===== src/rtl/div_calculate.sv =====
// div_calculate: multi-cycle 32-bit restoring divider for DIV/DIVU (quotient -> Lo, remainder -> Hi)
//   clk       : rising-edge clock
//   reset     : asynchronous active-low reset
//   start     : request a divide, sampled only when idle
//   is_signed : 1 = DIV (two's complement), 0 = DIVU
//   dividend  : rs operand, latched on an accepted start
//   divisor   : rt operand, latched on an accepted start
//   busy      : high while an operation is in flight
//   done      : one-cycle pulse when q/r are valid
//   q         : quotient
//   r         : remainder
module div_calculate (
   input  logic        clk,
   input  logic        reset,
   input  logic        start,
   input  logic        is_signed,
   input  logic [31:0] dividend,
   input  logic [31:0] divisor,
   output logic        busy,
   output logic        done,
   output logic [31:0] q,
   output logic [31:0] r
);
   typedef enum logic [1:0] {IDLE, CALC, FIX} state_t;
   state_t      state_q;
   logic        neg_a_q, neg_b_q;
   logic [31:0] dvs_q, quo_q, quo_d;
   logic [32:0] rem_q, rem_d, sh;
   logic [33:0] diff;
   logic [4:0]  cnt_q;
   // one restoring step: shift {rem, quo} left, trial-subtract, keep if no borrow
   always_comb begin
      sh    = {rem_q[31:0], quo_q[31]};
      diff  = {1'b0, sh} - {2'b0, dvs_q};
      rem_d = diff[33] ? sh : diff[32:0];
      quo_d = {quo_q[30:0], ~diff[33]};
   end
   always_ff @(posedge clk or negedge reset)
      if (!reset) begin
         state_q <= IDLE;
         neg_a_q <= 1'b0;
         neg_b_q <= 1'b0;
         dvs_q   <= '0;
         quo_q   <= '0;
         rem_q   <= '0;
         cnt_q   <= '0;
         busy    <= 1'b0;
         done    <= 1'b0;
         q       <= '0;
         r       <= '0;
      end else begin
         done <= 1'b0;
         case (state_q)
            IDLE: if (start) begin
               neg_a_q <= is_signed & dividend[31];
               neg_b_q <= is_signed & divisor[31];
               quo_q   <= (is_signed & dividend[31]) ? -dividend : dividend;
               dvs_q   <= (is_signed & divisor[31]) ? -divisor : divisor;
               rem_q   <= '0;
               cnt_q   <= '0;
               busy    <= 1'b1;
               state_q <= CALC;
            end
            CALC: begin
               rem_q   <= rem_d;
               quo_q   <= quo_d;
               cnt_q   <= cnt_q + 5'd1;
               state_q <= (cnt_q == 5'd31) ? FIX : CALC;
            end
            FIX: begin
               // a zero divisor keeps the all-ones quotient; undoing the dividend
               // magnitude on the remainder returns the raw dividend
               q       <= ((neg_a_q ^ neg_b_q) && dvs_q != '0) ? -quo_q : quo_q;
               r       <= neg_a_q ? -rem_q[31:0] : rem_q[31:0];
               done    <= 1'b1;
               busy    <= 1'b0;
               state_q <= IDLE;
            end
            default: state_q <= IDLE;
         endcase
      end
endmodule

===== config.mk =====
export PLATFORM = sky130hd
export DESIGN_NAME = div_calculate
export DESIGN_NICKNAME = d
export VERILOG_FILES = /design/src/rtl/div_calculate.sv
export SDC_FILE = /design/constraint.sdc
export NUM_CORES = 1
export LEC_CHECK = 0
export CAP_MARGIN = 5
export CORE_UTILIZATION = 45
export DETAILED_ROUTE_END_ITERATION = 8
export HOLD_SLACK_MARGIN = 0.03
export PLACE_DENSITY_LB_ADDON = 0.12
export SYNTH_ARGS = -nofsm -noshare
export SYNTH_HDL_FRONTEND = slang
export SYNTH_SLANG_ARGS = --single-unit

===== constraint.sdc =====
create_clock -name clk -period 2.7 [get_ports clk]
set_clock_uncertainty 0.05 [all_clocks]
set_input_delay 0.675 -clock clk [delete_from_list [all_inputs] [get_ports clk]]
set_output_delay 0.675 -clock clk [all_outputs]
set_load 0.05 [all_outputs]

==> run metrics, run 1 <==
die area 24730 um2; ANT cells 0; Pwr per Cell Area 1385 nW/um2; io pins 134; Synth Net Count 1378; Detail Route Antenna Nets 0; commonest non-fill, non-tap cell in the layout buf_4; number of global-route vias before repair 9697; antenna violations before repair 0; largest net degree at the start of global routing 75; max-slew violations 0; DR iter-0 viols 812; Final min period 2958 ps; dpl cells 1879; final WL 32.83 mm; CP cell instances buf_6, or4_4, nor4_4, and2b_1, nand3_2, or3_4, or3_4, o31ai_4, xor2_1, o21ai_1; Post-synth EDFFs 0; period utilization 109.6%; Mean Syn Cell Area 8.536 um2; Area Overhead vs Synth 48.26%; H-tree levels 4; critical path class flip-flop to flip-flop; Final setup violation count 41; CP Launch Type flip-flop; Final WS setup -258.2 ps; post-synth top area share 39.44%; DRC Markers 0; sequential area share after synthesis 39.44%; status finished, violations left; Yosys top cell by area dfrtp_1; Vias 10650; die height 157.3 um; Initial DRT Pass Iterations 5; Skew-Pair Late Insertion Delay 440 ps; nets 1706; CTS Hold Bufs 0; Slew @ Worst Pin 565.6 ps; post-route insts no fill 1931; total CTS buffers 17; Layout Utilization 68.32%; unrepaired setup endpoints after global routing true; clk buf depth 2; minimum setup slack after placement -520.8 ps; routability cong. 0.9450; Setup crit end kind flip-flop; Synth Cell Area 10850 um2; core area 23540 um2; Max rail drop VDD 0.6977 mV; Worst path most repeated cell or3_4; most frequent cells in the layout buf_4 (211), nand2_1 (188), dfrtp_1 (166); Fin. Hold Viols 0; total gr overflow 0; routed vias/inst 5.516; Die X 157.3 um; Reg clk slew, reported paths 70 ps; CTS tree built; delay-heaviest family, CP simple AND/OR/NAND/NOR gates; Routed wire per std cell 17.00 um; max frequency 338.0 MHz; Worst path slowest cell or4_4; Slew HR 62.20%; Max-cap violations 0; HPWL Detailed 23.76 mm; Starting Density 46.08%; root buffer cell clkbuf_16; Max stage delay on crit path 530 ps; worst endpoint data arrival time 3230 ps; gr usage total 26.58%; static leakage 0.007014 uW; row count 56; Ys Warns 0; layout cell share with drive strength beyond 1 26.80%; Synth Register Bits 171; first-pass GRT wire length 51.37 mm; Synth area leaders dfrtp_1 (39%), o21ai_0 (7.7%), xor2_1 (7.3%), nand2_1 (6.7%), ha_1 (4.4%); Post-Syn Instances 1271; FILL cells 1903; Synth cell types 61; failing checks setup timing; data required time of the worst path 2970 ps; CP bufs+invs 1; Worst Hold Class input port to asynchronous set/reset pin; Post-synth ARST share 100.0%; number of clock sinks 171; Primary FF master, synth dfrtp_1; crit-path max FO 4; number of input and output port buffers inserted 133
## where the power goes
part / internal, uW / leakage, uW / switching [uW]
Clock: 1430 / 0.000293 / 1160
Sequential: 3460 / 0.00200 / 1010
Combinational: 7360 / 0.00473 / 7880
Total: 12200 / 0.00701 / 10000
## logic make-up (layout without fill, tap and decap cells)
group | count (synthesis) | in the layout | share of synthesized area [%]
xor+xnor | 145 | 145 | 11.71
simple gates | 414 | 414 | 18.04
fa+ha+maj | 39 | 39 | 4.567
flops | 171 | 171 | 39.44
mux | 3 | 3 | 0.2883
buf+inv | 113 | 453 | 3.956
compound gates | 386 | 387 | 22.00
## flip-flops by register name, indices dropped and copies added (netlist names), 2 cells and up
name and count:
cnt_q 5, quo_q 32, state_q 2, r 32, rem_q 32, q 32
dvs_q 32
## synth_stat cells, types with 6 or more instances
cell type	number
and3_1	9
o22ai_1	18
nand2_1	193
nand3_1	49
o41ai_1	15
o311ai_0	18
a22oi_1	22
inv_1	49
xor2_1	91
nor2_1	56
or3_1	11
nand2b_1	13
nand4_1	6
dfrtp_1	171
ha_1	38
buf_1	6
a21o_1	20
nor3_1	14
or4_1	12
xnor2_1	54
o21ai_0	167
a21oi_1	59
o31ai_1	21
a31oi_1	7
and2_1	6
nor4_1	18
nor2b_1	8
o211ai_1	6
clkbuf_1	54
## metal layers
layer  global-route usage [%]  wire [um]
met4                    5.502        253
met2                    37.21      14230
met5                        0          0
met3                    4.791       2165
met1                    41.92      16180
## area by class of cell
cell class	instances	area, um2	area share [%]
inverters	49	183.9	1.143
multi-input cells	988	7253	45.09
flip-flops and latches	171	4285	26.64
well taps	319	399.1	2.481
clock buffers	18	439.2	2.730
clock inverters	14	176.4	1.097
repair buffers	372	3348	20.82
## final timing paths
path,endpoint,startpoint,depth (start not counted),slack (ps)
min in group clk,r[10],r[10],2,430
worst min register to register,r[10],r[10],2,430
worst min-delay path,r[20],reset,1,100
max in group asynchronous,rem_q[11],reset,2,1810
worst max register to register,r[28],rem_q[8],10,-260
worst max-delay path,r[28],rem_q[8],10,-260
## timing repair
| action | CTS | global route |
|---|---|---|
| setup endpoints to repair | 49 | 77 |
| cloned | 5 | 2 |
| pin swaps | 41 | 65 |
| setup buffers | 8 | 8 |
| gates resized for setup | 128 | 126 |
## through the flow
stage | total power (uW) | instance area (um2) | hold slack [ps] | setup TNS, ps
finish | 22280 | 16090 | 97.44 | -5819
global route | 23730 | 16090 | 115.6 | -10670
CTS | 20470 | 15420 | 99.24 | -4701
detailed placement | 15750 | 14160 | 418.9 | -22940
global placement | 15470 | 14160 | 408.9 | -19990
floorplan | 11250 | 10920 | 329.4 | -42.04
(Power assumes the default switching activity.)
==> run 2: changes to the inputs <==
CTS_CLUSTER_DIAMETER = 60   (was unset)
RECOVER_POWER = 50   (was unset)
==> run metrics, run 2 (synthesis gave the netlist of run 1 again) <==
Slew @ Worst Pin 1312 ps (+746.8 ps); CTS Hold Bufs 0 (unchanged); DRC Markers 0 (unchanged); failing checks setup timing; number of input and output port buffers inserted 133 (unchanged); clk buf depth 2 (unchanged); total gr overflow 0 (unchanged); status finished, violations left; Area Overhead vs Synth 47.83%; die area 24730 um2 (unchanged); Final min period 2959 ps (+1.241 ps); ANT cells 0 (unchanged); number of clock sinks 171 (unchanged); Layout Utilization 68.12% (-0.20 points); gr usage total 26.58% (unchanged); Vias 10590 (-0.57%); Detail Route Antenna Nets 0 (unchanged); HPWL Detailed 23.76 mm (unchanged); row count 56 (unchanged); Worst Hold Class input port to asynchronous set/reset pin; Setup crit end kind flip-flop; number of global-route vias before repair 9697 (unchanged); Final setup violation count 42 (+2.4%); CTS tree built; max-slew violations 0 (unchanged); routability cong. 0.9450 (unchanged); critical path class flip-flop to flip-flop; Routed wire per std cell 16.95 um (-0.34%); Initial DRT Pass Iterations 5 (unchanged); nets 1706 (unchanged); Skew-Pair Late Insertion Delay 440 ps (about the same); period utilization 109.6% (about the same); Max-cap violations 0 (unchanged); antenna violations before repair 0 (unchanged); final hold slack 381.4 ps (+283.9 ps); largest net degree at the start of global routing 75 (unchanged); worst endpoint data arrival time 3230 ps (about the same); DP Area 14160 um2 (unchanged); crit-path max FO 4 (unchanged); Pwr per Cell Area 1387 nW/um2 (+0.14%); core area 23540 um2 (unchanged); total CTS buffers 17 (unchanged); routed vias/inst 5.485 (-0.57%); data required time of the worst path 2970 ps (about the same); Die X 157.3 um (unchanged); layout cell share with drive strength beyond 1 26.67% (-0.12 points); Starting Density 46.08% (unchanged); first-pass GRT wire length 51.37 mm (unchanged); commonest non-fill, non-tap cell in the layout buf_4; final WL 32.72 mm (-0.34%); static leakage 0.006982 uW (-0.45%); CP Launch Type flip-flop; unrepaired setup endpoints after global routing true; Fin. Hold Viols 0 (unchanged); design area 16040 um2 (-0.30%); DR iter-0 viols 745 (-8.3%); most frequent cells in the layout buf_4 (210), nand2_1 (188), dfrtp_1 (166); max frequency 337.9 MHz (about the same); total power 22250 uW (-0.16%); die height 157.3 um (unchanged); H-tree levels 4 (unchanged); Reg clk slew, reported paths 70 ps (about the same); Slew HR 12.19% (-50 points); root buffer cell clkbuf_16; Final WS setup -259.4 ps (-1.241 ps); io pins 134 (unchanged); Max rail drop VDD 0.6955 mV (-0.31%)
[run 2: changes by cell type in the layout (fill, tap and decap cells not counted), sizes merged]
cell / change
buf: -4
clkdlybuf4s50: -2
clkbuf: +4
dlygate4sd3: +2
[run 2: path summary, 6_finish.rpt]
| path | start | depth (start not counted) | slack, ps | to |
|---|---|---|---|---|
| max | rem_q[8] | 10 | -260 | r[28] |
| min | reset | 1 | 380 | r[24] |
| max reg2reg | rem_q[8] | 10 | -260 | r[28] |
| min reg2reg | r[10] | 2 | 430 | r[10] |
| max in group asynchronous | reset | 2 | 660 | rem_q[10] |
| min in group clk | r[10] | 2 | 430 | r[10] |
[run 2: through the flow]
step / TNS [ps] / instances / worst slack (ps)
after floorplan: -42.04 / 1271 / -29.84
after global placement: -19990 / 1879 / -498.7
after detailed placement: -22940 / 1879 / -520.8
after CTS: -4701 / 1924 / -206.8
after global routing: -10800 / 1931 / -370.5
final: -5721 / 1931 / -259.4
[run 2: final cells by class]
| class | count | area [um2] |
|---|---|---|
| Clock buffer | 18 | 439.2 |
| Clock inverter | 14 | 176.4 |
| Fill cell | 1910 | 7505 |
| Inverter | 49 | 183.9 |
| Multi-Input combinational cell | 988 | 7241 |
| Sequential cell | 171 | 4285 |
| Tap cell | 319 | 399.1 |
| Timing Repair Buffer | 372 | 3313 |
[run 2: repair_timing]
item                       in CTS  in global routing
setup buffers                   8                  8
pin swaps                      41                 65
setup endpoints to repair      49                 77
cloned                          5                  2
resized for setup             128                126
[run 2: worst max-delay path: stages, from the launching register on]
cell and delay, ps:
dfrtp_2 460, buf_6 150, or4_4 530, nor4_4 160, and2b_1 200, nand3_2 110, or3_4 350, or3_4 440
o31ai_4 190, xor2_1 160, o21ai_1 70
[run 2: metal layers]
metal,routed length [um],part of all wire [%],track usage (%)
met5,0,0,0
met4,298,0.91,5.502
met3,2114,6.5,4.791
met2,14120,43,37.21
met1,16190,49,41.92
[run 2: power breakdown]
group / switching (uW) / leakage [uW] / internal (uW) / total (uW)
clock: 1160 / 0.000293 / 1430 / 2580
combinational: 7860 / 0.00469 / 7350 / 15200
sequential: 1000 / 0.00200 / 3460 / 4460
